$ cat src/rtl/freq_meter_pkg.sv
// freq_meter_pkg: shared state encoding, default constants and saturating increment for freq_meter
package freq_meter_pkg;

   localparam int GATE_CYCLES_DEF = 1000;
   localparam int EXP_COUNT_DEF   = 100;
   localparam int TOL_DEF         = 2;

   typedef enum logic [1:0] {IDLE, GATE, REPORT} state_t;

   // Increment that sticks at max instead of wrapping
   function automatic logic [31:0] sat_inc(input logic [31:0] v, input logic [31:0] max);
      return (v == max) ? v : v + 32'd1;
   endfunction

endpackage

$ cat src/rtl/edge_sync.sv
// edge_sync: 2-flop synchronizer plus delay flop giving a synchronized level and a rising-edge strobe
module edge_sync (
   input  logic clk_100MHz,
   input  logic rst_n,
   input  logic d,
   output logic level,
   output logic rise
);

   logic [2:0] sr;

   // sr[0..1] resynchronize the asynchronous input, sr[2] is the one-cycle delay for edge detection
   always_ff @(posedge clk_100MHz or negedge rst_n)
      if (!rst_n) sr <= '0;
      else        sr <= {sr[1:0], d};

   assign level = sr[1];
   assign rise  = sr[1] & ~sr[2];

endmodule

$ cat src/rtl/freq_meter.sv
// freq_meter: gated rising-edge counter with range check; define FREQ_METER_DUTY_EN to add high_out duty counter
module freq_meter
   import freq_meter_pkg::*;
#(
   parameter int GATE_CYCLES = GATE_CYCLES_DEF,
   parameter int CNT_W       = 16,
   parameter int EXP_COUNT   = EXP_COUNT_DEF,
   parameter int TOL         = TOL_DEF
) (
   input  logic             clk_100MHz,
   input  logic             rst_n,
   input  logic             meas_in,
   input  logic             start,
   input  logic             continuous,
   output logic             busy,
   output logic [CNT_W-1:0] count_out,
   output logic             count_valid,
   output logic             in_range,
   output logic             overflow
`ifdef FREQ_METER_DUTY_EN
   ,output logic [CNT_W-1:0] high_out
`endif
);

   localparam int GW = (GATE_CYCLES > 2) ? $clog2(GATE_CYCLES) : 1;
   localparam logic [GW-1:0]           GATE_LAST = GW'(GATE_CYCLES - 1);
   localparam logic [CNT_W-1:0]        CNT_MAX   = '1;
   localparam logic signed [CNT_W:0]   EXP_S     = (CNT_W+1)'(EXP_COUNT);
   localparam logic [CNT_W:0]          TOL_U     = (CNT_W+1)'(TOL);

   state_t                 state, state_nx;
   logic [GW-1:0]          gate_cnt;
   logic [CNT_W-1:0]       edge_cnt;
   logic                   sat;
   logic                   clr;
   logic                   meas_rise;
   logic                   meas_lvl;
   logic signed [CNT_W:0]  diff;
   logic [CNT_W:0]         dev;

   edge_sync u_sync (
      .clk_100MHz (clk_100MHz),
      .rst_n      (rst_n),
      .d          (meas_in),
      .level      (meas_lvl),
      .rise       (meas_rise)
   );

   // Next state, counter clear on entry to a window, and deviation from the expected count
   always_comb begin
      state_nx = (state == IDLE) ? (start ? GATE : IDLE) :
                 (state == GATE) ? ((gate_cnt == GATE_LAST) ? REPORT : GATE) :
                 (continuous ? GATE : IDLE);
      clr  = (state_nx == GATE) && (state != GATE);
      diff = $signed({1'b0, edge_cnt}) - EXP_S;
      dev  = diff[CNT_W] ? -diff : diff;
   end

   assign busy = (state != IDLE);

   // State register
   always_ff @(posedge clk_100MHz or negedge rst_n)
      if (!rst_n) state <= IDLE;
      else        state <= state_nx;

   // Gate and edge counters; edges saturate and latch a lost-edge flag
   always_ff @(posedge clk_100MHz or negedge rst_n)
      if (!rst_n) begin
         gate_cnt <= '0;
         edge_cnt <= '0;
         sat      <= 1'b0;
      end else if (clr) begin
         gate_cnt <= '0;
         edge_cnt <= '0;
         sat      <= 1'b0;
      end else if (state == GATE) begin
         gate_cnt <= gate_cnt + 1'b1;
         if (meas_rise) begin
            edge_cnt <= CNT_W'(sat_inc(32'(edge_cnt), 32'(CNT_MAX)));
            sat      <= sat | (edge_cnt == CNT_MAX);
         end
      end

   // Result registers load in REPORT and hold until the next report; strobe marks the load
   always_ff @(posedge clk_100MHz or negedge rst_n)
      if (!rst_n) begin
         count_valid <= 1'b0;
         count_out   <= '0;
         overflow    <= 1'b0;
         in_range    <= 1'b0;
      end else begin
         count_valid <= (state == REPORT);
         if (state == REPORT) begin
            count_out <= edge_cnt;
            overflow  <= sat;
            in_range  <= (dev <= TOL_U);
         end
      end

`ifdef FREQ_METER_DUTY_EN
   logic [CNT_W-1:0] high_cnt;

   // Count gate cycles where the synchronized input is high, reported alongside the edge count
   always_ff @(posedge clk_100MHz or negedge rst_n)
      if (!rst_n) begin
         high_cnt <= '0;
         high_out <= '0;
      end else begin
         if (clr)                            high_cnt <= '0;
         else if (state == GATE && meas_lvl) high_cnt <= CNT_W'(sat_inc(32'(high_cnt), 32'(CNT_MAX)));
         if (state == REPORT)                high_out <= high_cnt;
      end
`else
   logic unused_lvl;
   assign unused_lvl = meas_lvl;
`endif

endmodule
$ cat config.mk
export PLATFORM = sky130hd
export DESIGN_NAME = freq_meter
export DESIGN_NICKNAME = d
export VERILOG_FILES = /design/src/rtl/freq_meter_pkg.sv /design/src/rtl/edge_sync.sv /design/src/rtl/freq_meter.sv
export SDC_FILE = /design/constraint.sdc
export NUM_CORES = 1
export LEC_CHECK = 0
export ABC_AREA = 1
export CORE_ASPECT_RATIO = 1.4
export CORE_MARGIN = 3
export CORE_UTILIZATION = 58
export DETAILED_ROUTE_END_ITERATION = 12
export PLACE_DENSITY = 0.8
export SKIP_LAST_GASP = 1
export SLEW_MARGIN = 20
export SYNTH_ARGS = -nofsm -noshare
export SYNTH_HDL_FRONTEND = slang
export SYNTH_SLANG_ARGS = --single-unit
$ cat constraint.sdc
create_clock -name clk_100MHz -period 2.6 [get_ports clk_100MHz]
set_clock_uncertainty 0.2 [all_clocks]
set_input_delay 0.78 -clock clk_100MHz [delete_from_list [all_inputs] [get_ports clk_100MHz]]
set_output_delay 0.78 -clock clk_100MHz [all_outputs]
set_load 0.01 [all_outputs]
==> impl_metrics.py, run 1 <==
metrics = {
    "power": {
        "powerDensity_nw_per_um2": 735,
        "comb_power_share_pct": 39.1,
        "finalPower_mw": 2.55,
        "intPower_mw": 1.55,
        "p_leak_nw": 1.66,
        "seq_power_share_pct": 38.3,
        "switching_share_pct": 39.1,
        "clockPowerShare_pct": 22.5,
        "ir_worst_vdd_mv": 0.489,
        "netSwitchingPower_mw": 1.00,
    },
    "flow_run": {
        "drv_cap": 0,
    },
    "cells_and_area": {
        "layout_commonest_cell": "nand2_1",
        "insertedDiodeCount": 0,
        "stdcell_count": 496,
        "layout-drive-gt1-share_pct": 10.6,
        "fillers": 428,
        "mostFrequentLayoutCells": "110 x nand2_1, 51 x dfrtp_1, 45 x nor2_1",
        "final_area_um2": 3470,
        "nets": 443,
        "fin_util_pct": 69.5,
        "syn2layout_area_growth_pct": 12.6,
    },
    "grt": {
        "antenna_found_initial": 0,
        "grt.overflow.total": 0,
        "grt_pass1_wl_um": 11200,
        "grt_pass1_vias": 2502,
        "grt_util_all_layers_pct": 23.2,
        "grt_max_degree": 52,
    },
    "synthesis": {
        "synthMuxAreaShare_pct": 0,
        "synthXorXnorAreaFrac_pct": 3.98,
        "synth-seq-cells": 51,
        "ys_types": 33,
        "synthSimpleGateAreaFrac_pct": 33.6,
        "synth_top_family_by_area": "simple AND/OR/NAND/NOR gates",
        "synth_compound_area_share_pct": 9.90,
        "synthFlopType": "dfrtp_1",
        "synth_fp_nets": 415,
        "seq_area_frac_synth_pct": 41.4,
        "synthArstFlopShare_pct": 100,
        "synth_cells": 403,
        "synth_edf_count": 0,
        "yosysWarningCount": 0,
        "synth.avg_cell_area_um2": 7.65,
        "synth-adder-area-share_pct": 2.84,
        "syn_area_um2": 3080,
    },
    "detailed_routing": {
        "drt_iter0_drc": 132,
        "wire_per_inst_um": 13.2,
        "drt_pre_antenna_iters": 4,
        "via_per_inst": 5.31,
        "routed_wl_um": 6550,
        "drc": 0,
        "detail-route-antenna-nets": 0,
        "vias": 2634,
    },
    "floorplanning": {
        "row_count": 30,
        "dieArea_um2": 6240,
        "initial_core_util_pct": 61.8,
        "core_um2": 4990,
        "fp.dieW_um": 67.6,
        "die_y_um": 92.3,
        "ios": 25,
    },
    "sta": {
        "fin_tns_setup_ps": 0,
        "fmax_mhz": 411,
        "holdWs_ps": 174,
        "tightest_slew_ps": 807,
        "fin_ws_ps": 164,
        "setup_viol": 0,
        "finalHoldViolations": 0,
        "report.final.slew_viol_count": 0,
        "slew_headroom_pct": 46.1,
        "fin_crit_sh_pct": 93.7,
        "period_needed_ps": 2440,
        "rsz0062_at_grt": "no",
    },
    "place": {
        "gp_congestion": 0.939,
        "dp_cells": 488,
        "pre_cts_slack_ps": 164,
        "dpl.hpwl_um": 4940,
        "dpl_cell_area_um2": 3350,
        "portBuffers": 24,
    },
    "clock_network": {
        "cts_resized": 0,
        "hold_buffers": 0,
        "post_cts_buffers": 0,
        "ctsHtreeMaxLevel": 2,
        "clock_path_buffers": 2,
        "cts_root_buf": "clkbuf_8",
        "numCtsBuffers": 5,
        "clkLatencyLatePin_ps": 310,
        "cts.sinks": 51,
        "clk_pin_slew_ps": 90,
        "tritoncts": "yes",
    },
    "critical_path": {
        "worstSetupStartpointType": "flop",
        "cpMaxStageDelayCell": "clkdlybuf4s50_1",
        "cp_max_fo": 3,
        "cp.arrival_ps": 1460,
        "path_cells": "nor2_1 > inv_1 > clkdlybuf4s50_1",
        "critPathCaptureType": "primary output",
        "crit_type": "reg -> out",
        "cpPeakStageDelay_ps": 480,
        "cp.required_ps": 1620,
    },
    "outcome": {
        "status": "completed",
    },
    "worst_hold_path": {
        "hold_path_class": "reg -> reg",
    },
}
## worst paths after layout
check                      depth (start not counted)  slack (ps)          from            end
setup / recovery                                   3         160      state[1]           busy
setup reg to reg                                  15         300   edge_cnt[2]       in_range
max in group asynchronous                          2        1380         rst_n    gate_cnt[3]
hold reg to reg                                    0         170  u_sync.sr[0]   u_sync.sr[1]
min in group asynchronous                          2         370         rst_n  count_out[11]
hold / removal                                     0         170  u_sync.sr[0]   u_sync.sr[1]
## power groups by stage
stage	combinational, mW	clock [mW]	sequential [mW]
global placement	0.974	0	0.990
detailed placement	0.999	0	0.993
floorplan	0.861	0	0.956
global route	1.14	0.624	0.994
CTS	1.00	0.586	0.978
finish	0.999	0.575	0.979
## state kept, by name (all words and copies together), names as in the netlist
signal       count
gate_cnt        10
overflow         1
count_valid      1
edge_cnt        16
count_out       16
in_range         1
u_sync.sr        3
sat              1
state            2
## area by class of cell
type                            instances  area (µm²)  area share, %
Multi-Input combinational cell        299        1550           44.7
Sequential cell                        51        1280           36.8
Timing Repair Buffer                   29         273           7.86
Inverter                               45         174           5.01
Clock buffer                            6        82.6           2.38
Tap cell                               64        80.1           2.31
Clock inverter                          2        35.0           1.01
## cells in the mapped netlist (2+ instances only)
| cell type | n | area [µm²] |
|---|---|---|
| o21ai_0 | 29 | 145 |
| nand2_2 | 5 | 31.3 |
| nor2_1 | 45 | 169 |
| o21ai_1 | 3 | 15.0 |
| nand4_1 | 6 | 37.5 |
| ha_1 | 7 | 87.6 |
| buf_6 | 2 | 22.5 |
| nand3b_1 | 4 | 30.0 |
| o21ai_2 | 8 | 70.1 |
| nor3_1 | 7 | 35.0 |
| nor2_2 | 2 | 12.5 |
| nand2_1 | 110 | 413 |
| dfrtp_1 | 51 | 1280 |
| xor2_1 | 12 | 105 |
| inv_1 | 38 | 143 |
| nand2_4 | 2 | 22.5 |
| clkbuf_8 | 2 | 27.5 |
| xnor2_1 | 2 | 17.5 |
| a21oi_1 | 9 | 45.0 |
| nand3_1 | 36 | 180 |
| nor2_4 | 5 | 56.3 |
| inv_2 | 5 | 18.8 |
| clkbuf_1 | 3 | 11.3 |
## layer usage
metal / vias to the layer above / global-route usage (%) / wire [µm]
met3: 10 / 3.68 / 187
met2: 33 / 39.6 / 3470
met5: - / 0 / 0
li1: 1349 / - / -
met4: 0 / 8.46 / 115
met1: 1242 / 28.5 / 2780
## critical path: cells and delay by family, from the launching register on
| kind | cells | cell delay (ps) |
|---|---|---|
| buf+inv | 2 | 560 |
| flops | 1 | 440 |
| simple gates | 1 | 160 |
## logic make-up after synthesis
kind of cell	Yosys count
adders and majority gates	7
buffers and inverters	53
AOI/OAI and AO/OA	52
DFF	51
and+or+nand+nor	226
xor gates and xnor gates	14
No activity file was read; power rests on OpenSTA's default activity.
==> run 2, diff against run 1 <==
Settings changed: CELL_PAD_IN_SITES_DETAIL_PLACEMENT from default to 1, CELL_PAD_IN_SITES_GLOBAL_PLACEMENT from default to 2, CORE_UTILIZATION 58 to 34, PLACE_DENSITY 0.8 to default, PLACE_DENSITY_LB_ADDON from default to 0.1.
==> run 2 against run 1 <==
  * Cell area increased by 4.4%
  * Via count is 3.0% higher
  * Register-to-register slack worse by 20 ps
  * Non-clock buffer count rose by 6
  * Critical path type unchanged
  * Largest cell class unchanged
  * Largest power group unchanged
==> impl_metrics.py, run 2 (synthesis results as in run 1) <==
metrics = {
    "worst_hold_path": {
        "hold_path_class": "reg -> reg",
    },
    "sta": {
        "period_needed_ps": 2400,
        "fin_tns_setup_ps": 0,
        "finalHoldViolations": 0,
        "fmax_mhz": 417,
        "slew_headroom_pct": 51.9,
        "setup_viol": 0,
        "tightest_slew_ps": 715,
        "fin_crit_sh_pct": 92.2,
        "rsz0062_at_grt": "no",
        "report.final.slew_viol_count": 0,
    },
    "clock_network": {
        "ctsHtreeMaxLevel": 2,
        "hold_buffers": 0,
        "tritoncts": "yes",
        "clk_pin_slew_ps": 70,
        "cts_resized": 0,
        "clock_path_buffers": 2,
        "post_cts_buffers": 0,
        "cts_root_buf": "clkbuf_16",
        "numCtsBuffers": 5,
        "clkLatencyLatePin_ps": 290,
        "cts.sinks": 51,
    },
    "detailed_routing": {
        "wire_per_inst_um": 15.6,
        "detail-route-antenna-nets": 0,
        "routed_wl_um": 8450,
        "vias": 2714,
        "drc": 0,
        "drt_pre_antenna_iters": 4,
        "via_per_inst": 5.00,
        "drt_iter0_drc": 85,
    },
    "outcome": {
        "status": "completed",
    },
    "place": {
        "gp_congestion": 0.746,
        "dpl_cell_area_um2": 3450,
        "dpl.hpwl_um": 6610,
        "portBuffers": 24,
    },
    "cells_and_area": {
        "syn2layout_area_growth_pct": 17.6,
        "nets": 449,
        "final-seq-area_um2": 1280,
        "layout_commonest_cell": "nand2_1",
        "insertedDiodeCount": 0,
        "layout-drive-gt1-share_pct": 11.9,
        "final_area_um2": 3620,
        "largestRegisters": "count_out: 16 flops, edge_cnt: 16 flops, gate_cnt: 10 flops",
        "mostFrequentLayoutCells": "110 x nand2_1, 51 x dfrtp_1, 45 x nor2_1",
        "fin_util_pct": 41.6,
        "multi_input_area_um2": 1550,
        "fillers": 1086,
    },
    "critical_path": {
        "cp_max_fo": 3,
        "cp.required_ps": 1620,
        "cp-endpoint": "busy",
        "cpPeakStageDelay_ps": 480,
        "worstSetupStartpointType": "flop",
        "r2r_cells": 15,
        "ff2ff_setup_slack_ps": 280,
        "cp.arrival_ps": 1420,
        "path_cells": "nor2_1 > inv_1 > clkdlybuf4s50_1",
        "cpMaxStageDelayCell": "clkdlybuf4s50_1",
        "r2r-start": "edge_cnt[2]",
        "timing.critical_path.from": "state[1]",
        "crit_type": "reg -> out",
        "critPathCaptureType": "primary output",
        "rr_endpoint": "in_range",
    },
    "power": {
        "ir_worst_vdd_mv": 0.391,
        "powerDensity_nw_per_um2": 777,
        "finalPower_mw": 2.82,
        "p_leak_nw": 1.72,
    },
    "flow_run": {
        "drv_cap": 0,
    },
    "floorplanning": {
        "ios": 25,
        "core_um2": 8710,
        "initial_core_util_pct": 35.4,
        "row_count": 40,
        "fp.dieW_um": 86.5,
        "die_y_um": 119,
        "dieArea_um2": 10300,
    },
    "grt": {
        "antenna_found_initial": 0,
        "grt_pass1_wl_um": 14600,
        "grt_max_degree": 35,
        "grt_util_all_layers_pct": 18.1,
        "grt_pass1_vias": 2936,
        "grt.overflow.total": 0,
    },
}
-- run 2: layer usage --
layer | track usage, % | vias up | part of all wire [%]
li1 | - | 1358 | -
met1 | 21.2 | 1318 | 42
met2 | 32.1 | 26 | 53
met3 | 2.79 | 12 | 2.3
met4 | 7.12 | 0 | 2.6
met5 | 0 | - | 0
-- run 2: how the worst min path moves through the flow --
stage | from | endpoint | slack, ps | cells past startpoint
after floorplan | u_sync.sr[0] | u_sync.sr[1] | 130 | 0
after global placement | u_sync.sr[0] | u_sync.sr[1] | 140 | 0
after detailed placement | u_sync.sr[0] | u_sync.sr[1] | 140 | 0
after CTS | u_sync.sr[0] | u_sync.sr[1] | 160 | 0
after global routing | u_sync.sr[0] | u_sync.sr[1] | 160 | 0
final | u_sync.sr[0] | u_sync.sr[1] | 150 | 0
-- run 2: layout make-up --
| cell class | count | area share, % |
|---|---|---|
| Sequential cell | 51 | 35.2 |
| Inverter | 45 | 4.80 |
| Timing Repair Buffer | 35 | 8.77 |
| Clock inverter | 2 | 0.967 |
| Multi-Input combinational cell | 299 | 42.8 |
| Tap cell | 105 | 3.62 |
| Clock buffer | 6 | 3.83 |
-- run 2: where the power goes --
part           internal, mW  total [mW]  switching, mW
logic                 0.392        1.06          0.667
clock network         0.479       0.775          0.296
registers             0.874       0.983          0.109
total                  1.74        2.82           1.07
-- run 2: stage by stage --
stage	cells	worst slack, ps	hold slack, ps
after floorplan	403	622	131
after global placement	535	193	143
after detailed placement	535	126	140
after CTS	543	183	157
after global routing	543	4.60	159
final	543	203	154
-- run 2: worst max-delay path, delay by kind of cell (launching register included) --
family / cells / cell delay, ps
buf+inv: 2 / 560
flops: 1 / 420
simple gates: 1 / 150
==> RTL change, RTL diff (settings of run 1) <==
Register the output `count_out` once more, with the module's reset; this adds one clock of latency there. The other outputs are not delayed to match.
--- a/src/rtl/freq_meter.sv
+++ b/src/rtl/freq_meter.sv
@@ -29,2 +29,4 @@
    localparam logic [CNT_W:0]          TOL_U     = (CNT_W+1)'(TOL);
+
+   logic [CNT_W-1:0] count_s0;
 
@@ -87,3 +89,3 @@
          count_valid <= 1'b0;
-         count_out   <= '0;
+         count_s0    <= '0;
          overflow    <= 1'b0;
@@ -93,3 +95,3 @@
          if (state == REPORT) begin
-            count_out <= edge_cnt;
+            count_s0 <= edge_cnt;
             overflow  <= sat;
@@ -117,2 +119,10 @@
 
+   always_ff @(posedge clk_100MHz or negedge rst_n) begin
+      if (!rst_n) begin
+         count_out <= '0;
+      end else begin
+         count_out <= count_s0;
+      end
+   end
+
 endmodule
Formal check against the unedited RTL: no difference found for any inputs over 10 cycles, from zero or initial values and one cycle with rst_n low; that may be too few to reach the edited logic, so the function may still have changed.
==> RTL change against run 1 <==
- setup slack improved by 89 ps
- critical path depth increased by 6
- area after synthesis increased by 13%
- sequential cell count increased by 16
- synthesized cell count increased by 0.74%
- final area increased by 15%
- clock power increased by 57%
- wire length increased by 7.7%
- power increased by 0.47%
- die area increased by 12%
- critical endpoint is now edge_cnt[15]
==> RTL change: results (changes against run 1) <==
metric,value,unit,change
crit_family,simple AND/OR/NAND/NOR gates,,was buffers and inverters
grtUsageMet2,35.3,%,was 39.6%
hpwl,5040,um,was 4940 um
cp_max_fo,16,,was 3
htreeDepth,3,,was 2
r2r_slack,250,ps,was 300 ps
whs,168,ps,was 174 ps
p_leak,1.96,nW,was 1.66 nW
first_global_vias,2698,,was 2502
numCtsBuffers,9,,was 5
gr-usage-met3,4.76,%,was 3.68%
reg2reg_depth,9,,was 15
grt_usage,22.3,%,was 23.2%
drt_iter0_drc,212,,was 132
arrival,2410,ps,was 1460 ps
yosysSeqAreaShare,48.2,%,was 41.4%
crit_type,register to register,,was register to output pin
layout.nets,447,,was 443
globalplace.congestion,0.857,,was 0.939
grt_max_degree,68,,was 52
met1_usage,29.9,%,was 28.5%
path_clk_slew,70,ps,was 90 ps
dpl_cell_area,3770,um^2,was 3350 um^2
n_fill_cell,446,,was 428
maxSlewHeadroom,65.0,%,was 46.1%
r2r_start,edge_cnt[0],,was edge_cnt[2]
crit_slowest_cell,dfrtp_1,,was clkdlybuf4s50_1
layout-drive-gt1-share,14.1,%,was 10.6%
yosysUniqueCellTypes,35,,was 33
vias_per_cell,5.43,,was 5.31
biggestRegsByFlops,"count_out: 16 flops, count_s0: 16 flops, edge_cnt: 16 flops",,"was count_out: 16 flops, edge_cnt: 16 flops, gate_cnt: 10 flops"
status,"finished, final reports clean",,unchanged
rr_endpoint,edge_cnt[15],,was in_range
routed_wl,7050,um,was 6550 um
ir_drop,0.370,mV,was 0.489 mV
yosys-top-cells-count,"nand2_1 (89), dfrtp_1 (67), inv_1 (39)",,"was nand2_1 (110), dfrtp_1 (51), nor2_1 (45)"
grt_pass1_wl,12400,um,was 11200 um
## RTL change: cell count changes after synthesis, moves of 6 or more
cell	delta
o21ai_1	+6
a21oi_1	-7
inv_2	+7
nor2_1	-19
nand2_1	-21
xor2_1	+7
dfrtp_1	+16
## RTL change: metrics by stage
stage          std cells  setup slack (ps)  utilization, %
2_1_floorplan        406               573               -
3_3_place_gp         492               174            66.8
3_5_place_dp         492               142            66.8
4_1_cts              508               144            70.6
5_1_grt              508              66.2            70.7
6_report             508               253            70.7
## RTL change: logic make-up (layout without fill, tap and decap cells)
| logic type | count (synthesis) | in the layout | synth area share (%) |
|---|---|---|---|
| fa+ha+maj | 7 | 7 | 2.52 |
| compound gates | 51 | 51 | 8.81 |
| buf+inv | 63 | 97 | 7.84 |
| xor+xnor | 20 | 20 | 5.03 |
| simple gates | 198 | 198 | 27.6 |
| flops | 67 | 67 | 48.2 |
## RTL change: layer usage
metal | wire length (um) | vias to the layer above
met5 | 0 | -
met4 | 77 | 0
met3 | 335 | 6
met2 | 3560 | 66
met1 | 3080 | 1311
li1 | - | 1374
## RTL change: area by class of cell
| cell class | count | area, um^2 | share of cell area (%) |
|---|---|---|---|
| sequential | 67 | 1680 | 42.0 |
| multi-input combinational | 276 | 1540 | 38.5 |
| timing repair buffer | 29 | 285 | 7.15 |
| inverter | 52 | 195 | 4.89 |
| clock buffer | 12 | 165 | 4.14 |
| tap | 68 | 85.1 | 2.13 |
| clock inverter | 4 | 47.5 | 1.19 |
## RTL change: where the power goes
group | leakage (nW) | internal (mW) | switching, mW | total, mW
combinational | 0.937 | 0.178 | 0.324 | 0.502
sequential | 0.913 | 1.10 | 0.0591 | 1.16
clock | 0.108 | 0.518 | 0.384 | 0.902
